==> config.mk <==
export PLATFORM = sky130hd
export DESIGN_NAME = fpmac_seq
export DESIGN_NICKNAME = d
export VERILOG_FILES = /design/src/rtl/fpmac_pkg.sv /design/src/rtl/fpmac_seq.sv
export SDC_FILE = /design/constraint.sdc
export NUM_CORES = 1
export LEC_CHECK = 0
export CORE_AREA = 2 2 54 56
export CTS_CLUSTER_SIZE = 12
export DETAILED_ROUTE_END_ITERATION = 10
export DIE_AREA = 0 0 56 58
export PLACE_DENSITY = 0.88
export SYNTH_ARGS = -nofsm -noshare
export SYNTH_HDL_FRONTEND = slang
export SYNTH_SLANG_ARGS = --single-unit
==> constraint.sdc <==
create_clock -name clk -period 4.6 [get_ports clk]
set_input_delay 0.69 -clock clk [delete_from_list [all_inputs] [get_ports clk]]
set_output_delay 0.69 -clock clk [all_outputs]
set_load 0.005 [all_outputs]
==> src/rtl/fpmac_pkg.sv <==
// Shared constants and FSM encoding for the FP8 MAC job sequencer.
package fpmac_pkg;
  localparam int FP8_W   = 8;
  localparam int MAX_LEN = 16;
  localparam int CNT_W   = 5;

  typedef enum logic [2:0] {
    ST_IDLE   = 3'd0,
    ST_CLEAR  = 3'd1,
    ST_RUN    = 3'd2,
    ST_DRAIN  = 3'd3,
    ST_RESULT = 3'd4
  } state_e;

  // Jobs longer than the MAC can take are trimmed to MAX_LEN pairs.
  function automatic logic [CNT_W-1:0] clamp_len(input logic [CNT_W-1:0] len);
    return (int'(len) > MAX_LEN) ? CNT_W'(MAX_LEN) : len;
  endfunction
endpackage

==> src/rtl/fpmac_seq.sv <==
// Sequences one MAC job: clear, stream cmd_len operand pairs, capture the sum; result 2 cycles after last pair.
// Operands stall on op_valid; the result holds until res_ready; abort drops the job from any busy state.
module fpmac_seq
  import fpmac_pkg::*;
(
  input  logic             clk,
  input  logic             reset,
  input  logic             abort,
  input  logic             cmd_valid,
  output logic             cmd_ready,
  input  logic [4:0]       cmd_len,
  input  logic             op_valid,
  output logic             op_ready,
  input  logic [FP8_W-1:0] op_a,
  input  logic [FP8_W-1:0] op_b,
  output logic [FP8_W-1:0] mac_a,
  output logic [FP8_W-1:0] mac_b,
  output logic             mac_start,
  output logic             mac_clr,
  input  logic [FP8_W-1:0] mac_sum,
  output logic             res_valid,
  input  logic             res_ready,
  output logic [FP8_W-1:0] res_data,
  output logic             busy
);

  state_e             state_q, state_d;
  logic [CNT_W-1:0]   remaining_q, remaining_d;
  logic [FP8_W-1:0]   res_data_q, res_data_d;

  always_ff @(posedge clk) begin
    state_q     <= state_d;
    remaining_q <= remaining_d;
    res_data_q  <= res_data_d;
  end

  always_comb begin
    state_d     = state_q;
    remaining_d = remaining_q;
    res_data_d  = res_data_q;
    cmd_ready   = 1'b0;
    op_ready    = 1'b0;
    mac_start   = 1'b0;
    mac_clr     = 1'b0;
    mac_a       = '0;
    mac_b       = '0;
    res_valid   = 1'b0;

    if (reset) begin
      state_d     = ST_IDLE;
      remaining_d = '0;
      res_data_d  = '0;
      mac_clr     = 1'b1;
      cmd_ready   = 1'b1;
    end else if (abort && state_q != ST_IDLE) begin
      // Abort wins over every handshake, so nothing is accepted this cycle.
      state_d     = ST_IDLE;
      remaining_d = '0;
      mac_clr     = 1'b1;
    end else begin
      case (state_q)
        ST_IDLE: begin
          cmd_ready = 1'b1;
          if (cmd_valid) begin
            remaining_d = clamp_len(cmd_len);
            state_d     = ST_CLEAR;
          end
        end
        ST_CLEAR: begin
          mac_clr = 1'b1;
          state_d = (remaining_q != '0) ? ST_RUN : ST_DRAIN;
        end
        ST_RUN: begin
          op_ready = 1'b1;
          if (op_valid) begin
            mac_a       = op_a;
            mac_b       = op_b;
            mac_start   = 1'b1;
            remaining_d = remaining_q - CNT_W'(1);
            if (remaining_q == CNT_W'(1)) state_d = ST_DRAIN;
          end
        end
        ST_DRAIN: begin
          // MAC has absorbed the last pair by now; its sum is final.
          res_data_d = mac_sum;
          state_d    = ST_RESULT;
        end
        ST_RESULT: begin
          res_valid = 1'b1;
          if (res_ready) state_d = ST_IDLE;
        end
        default: state_d = ST_IDLE;
      endcase
    end
  end

  assign res_data = res_data_q;
  assign busy     = !reset && (state_q != ST_IDLE);

endmodule

==> impl_metrics.toml <==
[clock_tree]
clk_pin_slew_ps = 80
numCtsBuffers = 3
insertion_delay_ps = 280
cts_resized = 0
ctsHoldBuffers = 0
clk_path_buf_depth = 2
root_buffer = "clkbuf_4"
cts_tree = "done"
cts_setup_buffers = 0
cts_sinks = 16
h-tree-depth = 1

[critical_path]
required_ps = 3910
crit_family = "simple AND/OR/NAND/NOR gates"
r2r_slack_ps = 2500
rr_worst_depth = 3
cp.buffers_inverters = 1
timing.rr.end = "res_data[1]"
cp_max_fo = 17
r2r-start = "state_q[0]"
critPathKind = "flop to primary output"
arrival_ps = 2670
cp_cell_sequence = "or3b_1, and4bb_2, and2_1, clkdlybuf4s50_1"
cp_slowest_stage_delay_ps = 610
critPathCaptureType = "primary output"
crit_path_start_kind = "flop"
slowest_stage = "dfxtp_1"

[grt]
grt_max_degree = 18
grt_pass1_wl_um = 4490
grt_pass1_vias = 1044
antenna_found_initial = 0
grt-ovfl-total = 0
grt_usage_pct = 17.6

[timing]
finalSetupTns_ps = 0
drv_slew = 0
timing.final.crit_share_pct = 73.0
slew_headroom_pct = 23.4
min_period_ps = 3360
rsz0062_at_grt = "no"
hold_viol_final = 0
skew_ps = 3.29
setup_viol_count_final = 0
max_freq_mhz = 298
setup_ws_ps = 1240
tightest_slew_ps = 1130

[hold_path]
worst_hold_path.endpoint = "remaining_q[4]"
hp-start = "remaining_q[4]"
min_path_type = "flop to flop"
whs_path_depth = 2

[die]
coreArea_um2 = 2660
die_area_um2 = 3250
die-height_um = 58
die_x_um = 56
initial_core_util_pct = 37.7
rows = 19
pin_count = 65

[placed_design]
placed_cell_area_um2 = 1650
gp_congestion = 0.841
pre_cts_slack_ps = 1380
post-dp-hpwl_um = 2330
port_buffers = 64

[route]
vias_per_cell = 5.23
ant_nets = 0
drt_first_pass_iters = 4
avgRoutedWirePerCell_um = 13.5
drc = 0
vias = 1087
drt-total-wl_um = 2820
drtIter0Drc = 32

[final_layout]
area_growth_pct = 66.8
design_area_um2 = 1670
diodes = 0
final_util_pct = 62.9
finalNetCount = 216
nFillCells = 223
layout_common_cells = "clkdlybuf4s50_1, and2_1, dfxtp_1"
final_common_cell = "clkdlybuf4s50_1"
drive_above_1_share_pct = 5.08

[synth]
ys.flop_type = "dfxtp_1"
yosysWarnings = 0
synth_nets = 155
syn_avg_cell_area_um2 = 8.50
syn_inst = 118
ys_async_sr_fraction_pct = 0
ys_seq_area_share_pct = 31.9
synth_top_area_share_pct = 31.9
yosysUniqueCellTypes = 35
synth_top_area_cell = "dfxtp_1"
ys_ff_latch = 16
synth_area_leaders = "dfxtp_1, and2_1, mux2i_1, nor2_1, inv_1"
netlist_area_um2 = 1000
synth_edf_count = 0

[pwr]
pwr_density_cell_nw_per_um2 = 355
p_leak_nw = 0.617
p_total_uw = 594
peakVddDrop_uv = 219

[outcome]
outcome = "finished, final reports clean"

[job]
maxCapViolCount = 0
-- sequential cells by signal, summed over array words and instances (netlist names) --
signal       cells
state_q          3
res_data         8
remaining_q      5
-- synthesized netlist by cell type, types with 3 or more instances --
cell / number
nor2b_1: 4
nor3_1: 5
and2_1: 17
dfxtp_1: 16
o32ai_1: 3
buf_2: 3
clkbuf_1: 4
mux2i_1: 10
a31oi_1: 3
nor2_1: 11
inv_1: 9
-- logic make-up (layout without fill, tap and decap cells) --
logic type	after synthesis	in the layout	share of synthesized area, %
AOI/OAI and AO/OA	16	16	12.5
xor gates and xnor gates	1	1	0.873
adders and majority gates	2	2	2.49
buffers and inverters	17	76	7.11
DFF	16	16	31.9
muxes	12	12	12.2
and+or+nand+nor	54	54	32.9
-- worst reg2reg max path: cells and delay by family, from the launching register on --
kind             cells  cell delay (ps)
DFF                  1              570
muxes                1              300
and+or+nand+nor      2             1110
-- stage by stage --
stage                     hold WS (ps)  instances
final                              500        208
after global routing               525        208
after CTS                          498        208
after detailed placement           486        205
after global placement             471        205
after floorplan                    461        118
-- final cells by class --
type                            instances  area, µm²  area share [%]
Sequential cell                        16        320            19.1
Tap cell                               31       38.8            2.32
Multi-Input combinational cell         85        618            36.9
Timing Repair Buffer                   64        641            38.3
Inverter                                9       33.8            2.02
Clock buffer                            3       22.5            1.35
-- power breakdown --
group          total (mW)  leakage (nW)  internal [mW]  switching (mW)
Clock              0.0703        0.0138         0.0304          0.0399
Combinational       0.310         0.473          0.179           0.131
Sequential          0.214         0.130          0.165          0.0489
Total               0.594         0.617          0.374           0.220
-- per-layer routing --
layer | vias to the layer above | routed length, µm | GRT usage (%)
li1 | 534 | - | -
met1 | 491 | 1130 | 17.8
met2 | 57 | 1470 | 35.1
met3 | 5 | 189 | 3.79
met4 | 0 | 36 | 6.12
met5 | - | 0 | 0
-- how the worst max path moves through the flow --
stage / end / cells past startpoint / slack, ps / start
after detailed placement: res_valid / 4 / 1380 / reset
after global placement: res_valid / 4 / 1440 / reset
after floorplan: mac_a[5] / 6 / 2330 / state_q[2]
final: mac_a[4] / 4 / 1240 / state_q[1]
after global routing: mac_b[5] / 4 / 1080 / state_q[1]
after CTS: mac_a[7] / 4 / 1240 / state_q[1]
Power figures use the tool's default switching activity.
